**src/rtl/cache_mem_arbiter.sv**
```systemverilog
// cache_mem_arbiter: round-robin arbiter granting one of two cache controllers a whole line refill on the shared memory port
module cache_mem_arbiter #(
  parameter int ADR_WIDTH = 32,
  parameter int DATA_WIDTH = 32,
  parameter int WORD_OFFSET = 2
) (
  input  logic                   clk,
  input  logic                   rst,
  input  logic                   req_c0,
  input  logic                   req_c1,
  input  logic [ADR_WIDTH-1:0]   adr_c0,
  input  logic [ADR_WIDTH-1:0]   adr_c1,
  output logic                   ack_arb2c0,
  output logic                   ack_arb2c1,
  output logic [DATA_WIDTH-1:0]  dat_arb2c0,
  output logic [DATA_WIDTH-1:0]  dat_arb2c1,
  output logic [WORD_OFFSET-1:0] word_arb2c0,
  output logic [WORD_OFFSET-1:0] word_arb2c1,
  output logic                   last_arb2c0,
  output logic                   last_arb2c1,
  output logic                   gnt_c0,
  output logic                   gnt_c1,
  output logic                   req_arb2mem,
  output logic [ADR_WIDTH-1:0]   adr_arb2mem,
  input  logic                   ack_mem2arb,
  input  logic [DATA_WIDTH-1:0]  dat_mem2arb,
  output logic                   err_arb
);
  localparam int LW = ADR_WIDTH - WORD_OFFSET - 2;
  typedef enum logic [1:0] {IDLE, XFER, RELEASE} state_t;
  state_t state;
  logic prio;
  logic [WORD_OFFSET-1:0] beat;
  logic [LW-1:0] line;
  logic pick, beat_ack, unused_adr_bits;
  assign unused_adr_bits = ^{adr_c0[WORD_OFFSET+1:0], adr_c1[WORD_OFFSET+1:0]};
  assign pick = (req_c0 && req_c1) ? prio : req_c1;
  assign beat_ack = !rst && state == XFER && ack_mem2arb;
  assign ack_arb2c0 = beat_ack && gnt_c0;
  assign ack_arb2c1 = beat_ack && gnt_c1;
  assign dat_arb2c0 = ack_arb2c0 ? dat_mem2arb : '0;
  assign dat_arb2c1 = ack_arb2c1 ? dat_mem2arb : '0;
  assign word_arb2c0 = ack_arb2c0 ? beat : '0;
  assign word_arb2c1 = ack_arb2c1 ? beat : '0;
  assign last_arb2c0 = ack_arb2c0 && (&beat);
  assign last_arb2c1 = ack_arb2c1 && (&beat);
  assign adr_arb2mem = {line, beat, 2'b00};
  always_ff @(posedge clk) begin
    if (rst) begin
      state <= IDLE;
      prio <= 1'b0;
      beat <= '0;
      line <= '0;
      gnt_c0 <= 1'b0;
      gnt_c1 <= 1'b0;
      req_arb2mem <= 1'b0;
      err_arb <= 1'b0;
    end else begin
      err_arb <= err_arb || (ack_mem2arb && state != XFER);
      case (state)
        IDLE: if (req_c0 || req_c1) begin
          state <= XFER;
          gnt_c0 <= !pick;
          gnt_c1 <= pick;
          req_arb2mem <= 1'b1;
          beat <= '0;
          line <= pick ? adr_c1[ADR_WIDTH-1:WORD_OFFSET+2] : adr_c0[ADR_WIDTH-1:WORD_OFFSET+2];
        end
        XFER: if (ack_mem2arb) begin
          beat <= beat + 1'b1;
          if (&beat) begin
            state <= RELEASE;
            prio <= gnt_c0;
            gnt_c0 <= 1'b0;
            gnt_c1 <= 1'b0;
            req_arb2mem <= 1'b0;
          end
        end
        default: state <= IDLE;
      endcase
    end
  end
endmodule

```
**config.mk**
```make
export PLATFORM = sky130hd
export DESIGN_NAME = cache_mem_arbiter
export DESIGN_NICKNAME = d
export VERILOG_FILES = /design/src/rtl/cache_mem_arbiter.sv
export SDC_FILE = /design/constraint.sdc
export NUM_CORES = 1
export LEC_CHECK = 0
export BUFFER_PORTS_ARGS = -buffer_cell sky130_fd_sc_hd__buf_2
export CAP_MARGIN = 20
export CORE_ASPECT_RATIO = 1.75
export CORE_MARGIN = 1
export CORE_UTILIZATION = 33
export DETAILED_ROUTE_END_ITERATION = 8
export PLACE_DENSITY = 0.82
export SLEW_MARGIN = 30
export SYNTH_ARGS = -nofsm -noshare
export SYNTH_HDL_FRONTEND = slang
export SYNTH_SLANG_ARGS = --single-unit
```
**constraint.sdc**
```tcl
create_clock -name clk -period 1.3 [get_ports clk]
set_input_delay 0.13 -clock clk [delete_from_list [all_inputs] [get_ports clk]]
set_output_delay 0.13 -clock clk [all_outputs]
set_load 0.005 [all_outputs]
```
==> key figures <==
GRT
  – Remaining Overflow, GRT: 0
  – First-pass GRT wire length: 13800 µm
  – Initial antenna violation count: 3
  – Vias in the first global route: 2840
  – Tot GR Track Use: 25.5%
  – Largest net degree at the start of global routing: 36

Power and ir drop
  – PD cells: 712 mW/mm²
  – Reg power frac: 42.0%
  – Combinational power share: 30.6%
  – Worst vdd ir: 1060 µV
  – Switching pwr: 987 µW
  – Internal power: 2040 µW
  – Switching share of power: 32.5%
  – Clock share of power: 27.4%
  – LEAKAGE: 0.00210 µW

Setup path
  – Nature of the critical path startpoint: flop
  – Setup CP Type: flop to output pin
  – Crit-path max FO: 17
  – Critical Path Sink Type: output pin
  – CP Data Required Time: 1.17 ns
  – Flop2flop setup slack: -0.08 ns
  – Reg2reg end: gnt_c0
  – Worst reg-to-reg path cell count: 5
  – Arrival @ worst endpoint: 1.61 ns
  – Reg-to-reg startpoint: state[0]

Drt
  – Vias per Instance: 5.54
  – Final ANT Viol Nets: 0
  – # DRC: 0
  – Via count: 3250
  – DRT iter0 DRCs: 145
  – Drt first pass iters: 5
  – WL final: 10900 µm
  – Post-DR wirelength/cell: 18.6 µm

Cells and area
  – Synth-to-Final Area Change: 94.5%
  – Nets: 606
  – Final instance area: 0.00426 mm²
  – Share of layout cells above drive strength 1: 63.4%
  – Final Util: 67.3%
  – Non-Filler Instances: 587

Worst hold path
  – Min-Delay Startpoint: adr_c0[18]
  – Hold path endpoint: line[14]
  – Worst hold path class: input pin to flop
  – Hold Crit Depth: 3

Timing
  – Hold slack: 0.0736 ns
  – RSZ-0062 raised after global routing: yes
  – Final setup violation count: 78
  – Clk_skew: 0.00803 ns
  – Setup TNS: -27.88 ns
  – Fmax: 575 MHz
  – Final worst slack: -0.440 ns
  – Tmin final: 1.74 ns
  – Final slew viol count: 0
  – Final worst path period share: 134%
  – Final hold viol count: 0

Placement
  – GPL Wtd Cong: 0.830
  – Placed Area: 0.00340 mm²
  – Buffers on Ports: 198
  – Post-Place Cells: 557
  – DP HPWL: 6500 µm

Clock network
  – Max Buffers Root-to-Sink: 2
  – CTS Sinks: 37
  – Hold-fix buffers, CTS: 0
  – Clock insertion delay at the later pin of the skew report: 0.30 ns
  – Num CTS Buffers: 5
  – CTS root buf: clkbuf_8
  – CTS clock-pin slew for the worst setup and hold paths: 0.09 ns
  – Clock tree from TritonCTS: built
  – H-tree depth: 2

Floorplanning
  – Die width: 63.6 µm
  – Starting density of the core: 34.6%
  – Core Region: 0.00632 mm²
  – Rows: 38
  – Die ar.: 0.00698 mm²
  – I/O pin cnt: 209
  – Die Y: 110 µm

Logic synthesis
  – Distinct cells, synth: 25
  – Register area share after synthesis: 33.8%
  – EDFF count, synth: 0
  – Post-synth ARST share: 0%
  – Yosys warns: 0
  – Yosys reg bits: 37
  – Avg Cell Area, Syn: 7.55 µm²
  – Most numerous cell in the Yosys netlist: and2_1
  – Synth cell count leaders: and2_1, dfxtp_1, o21ai_0
  – Synth Flop Type: dfxtp_1
  – Synth area leaders: dfxtp_1, and2_1, nand4_1, a31oi_1, o21ai_0
  – Mapped cell area: 0.00219 mm²
  – Cells after Synth: 290
  – Area share of the largest cell type after synthesis: 33.8%
  – Largest area contributor in the synthesized netlist: dfxtp_1

Run
  – Max Cap Viol: 0

Outcome
  – Violated checks: setup timing
  – Outcome: finished, violations left
logic make-up (layout without fill, tap and decap cells):
logic type      Yosys count  count (layout)  synth area share, %
compound gates           72              72                 18.7
fa+ha+maj                 1               1                0.571
buf+inv                  33             247                 6.57
flops                    37              37                 33.8
other cells               1               4                0.171
simple gates            146             146                 40.2
cell usage in the layout, fill, tap and decap left out, types with 8 or more instances in the layout:
master	synthesis	routed
buf_6	0	23
clkbuf_16	0	8
and2_4	0	20
buf_2	10	181
nand3_2	0	14
and2_1	70	50
a31oi_1	28	28
nand4_1	29	29
nand3_1	29	14
o21ai_2	0	28
buf_4	2	16
dfxtp_1	37	35
worst max-delay path, cell delays in order, from the launching register on:
cell,delay [ns]
dfxtp_2,0.33
nand3b_4,0.17
buf_4,0.15
nor2_4,0.13
buf_12,0.13
clkbuf_16,0.15
and2_1,0.14
buf_2,0.11
state kept, by name (all words and copies together), names as in the netlist:
signal	cells
beat	2
err_arb	1
line	28
prio	1
gnt_c0	1
req_arb2mem	1
state	2
gnt_c1	1
power groups by stage:
stage	logic (µW)	clock network, µW	registers, µW
after CTS	753	821	1260
final	929	830	1270
after global placement	639	0	1280
after detailed placement	654	0	1280
after global routing	984	864	1280
after floorplan	276	0	1290
routing by layer:
layer	wire length (µm)	up-vias	track usage, %
met5	13	-	0
met1	3450	1503	24.6
met4	314	2	8.60
met2	6140	236	51.1
met3	1000	30	6.22
li1	-	1479	-
final cells by class:
type                            instances  area [µm²]
Sequential cell                        37         743
Clock buffer                            5        68.8
Clock inverter                          3        17.5
Multi-Input combinational cell        221        1590
Timing Repair Buffer                  239        1740
Antenna cell                            2        5.00
Fill cell                             476        2070
Tap cell                               80         100
worst max path at each step:
stage / start / to / slack (ns) / cells after the start
final: state[1] / dat_arb2c1[11] / -0.44 / 7
after CTS: state[1] / dat_arb2c0[19] / -0.33 / 6
after floorplan: state[0] / dat_arb2c0[10] / 0.03 / 4
after global placement: state[0] / line[15] / -0.04 / 5
after detailed placement: state[0] / line[13] / -0.15 / 5
after global routing: state[1] / dat_arb2c1[30] / -0.47 / 7
repair_timing:
action / in CTS / in global routing
cloned: 4 / 9
buffers inserted: 3 / 5
setup endpoints to repair: 105 / 106
gates resized for setup: 32 / 94
pin swaps: 5 / 86
through the flow:
| stage | total power [µW] | worst slack [ns] |
|---|---|---|
| 3_5_place_dp | 1930 | -0.145 |
| 4_1_cts | 2830 | -0.326 |
| 2_1_floorplan | 1560 | 0.0323 |
| 5_1_grt | 3130 | -0.467 |
| 3_3_place_gp | 1920 | -0.0443 |
| 6_report | 3030 | -0.440 |
(Power assumes the default switching activity.)
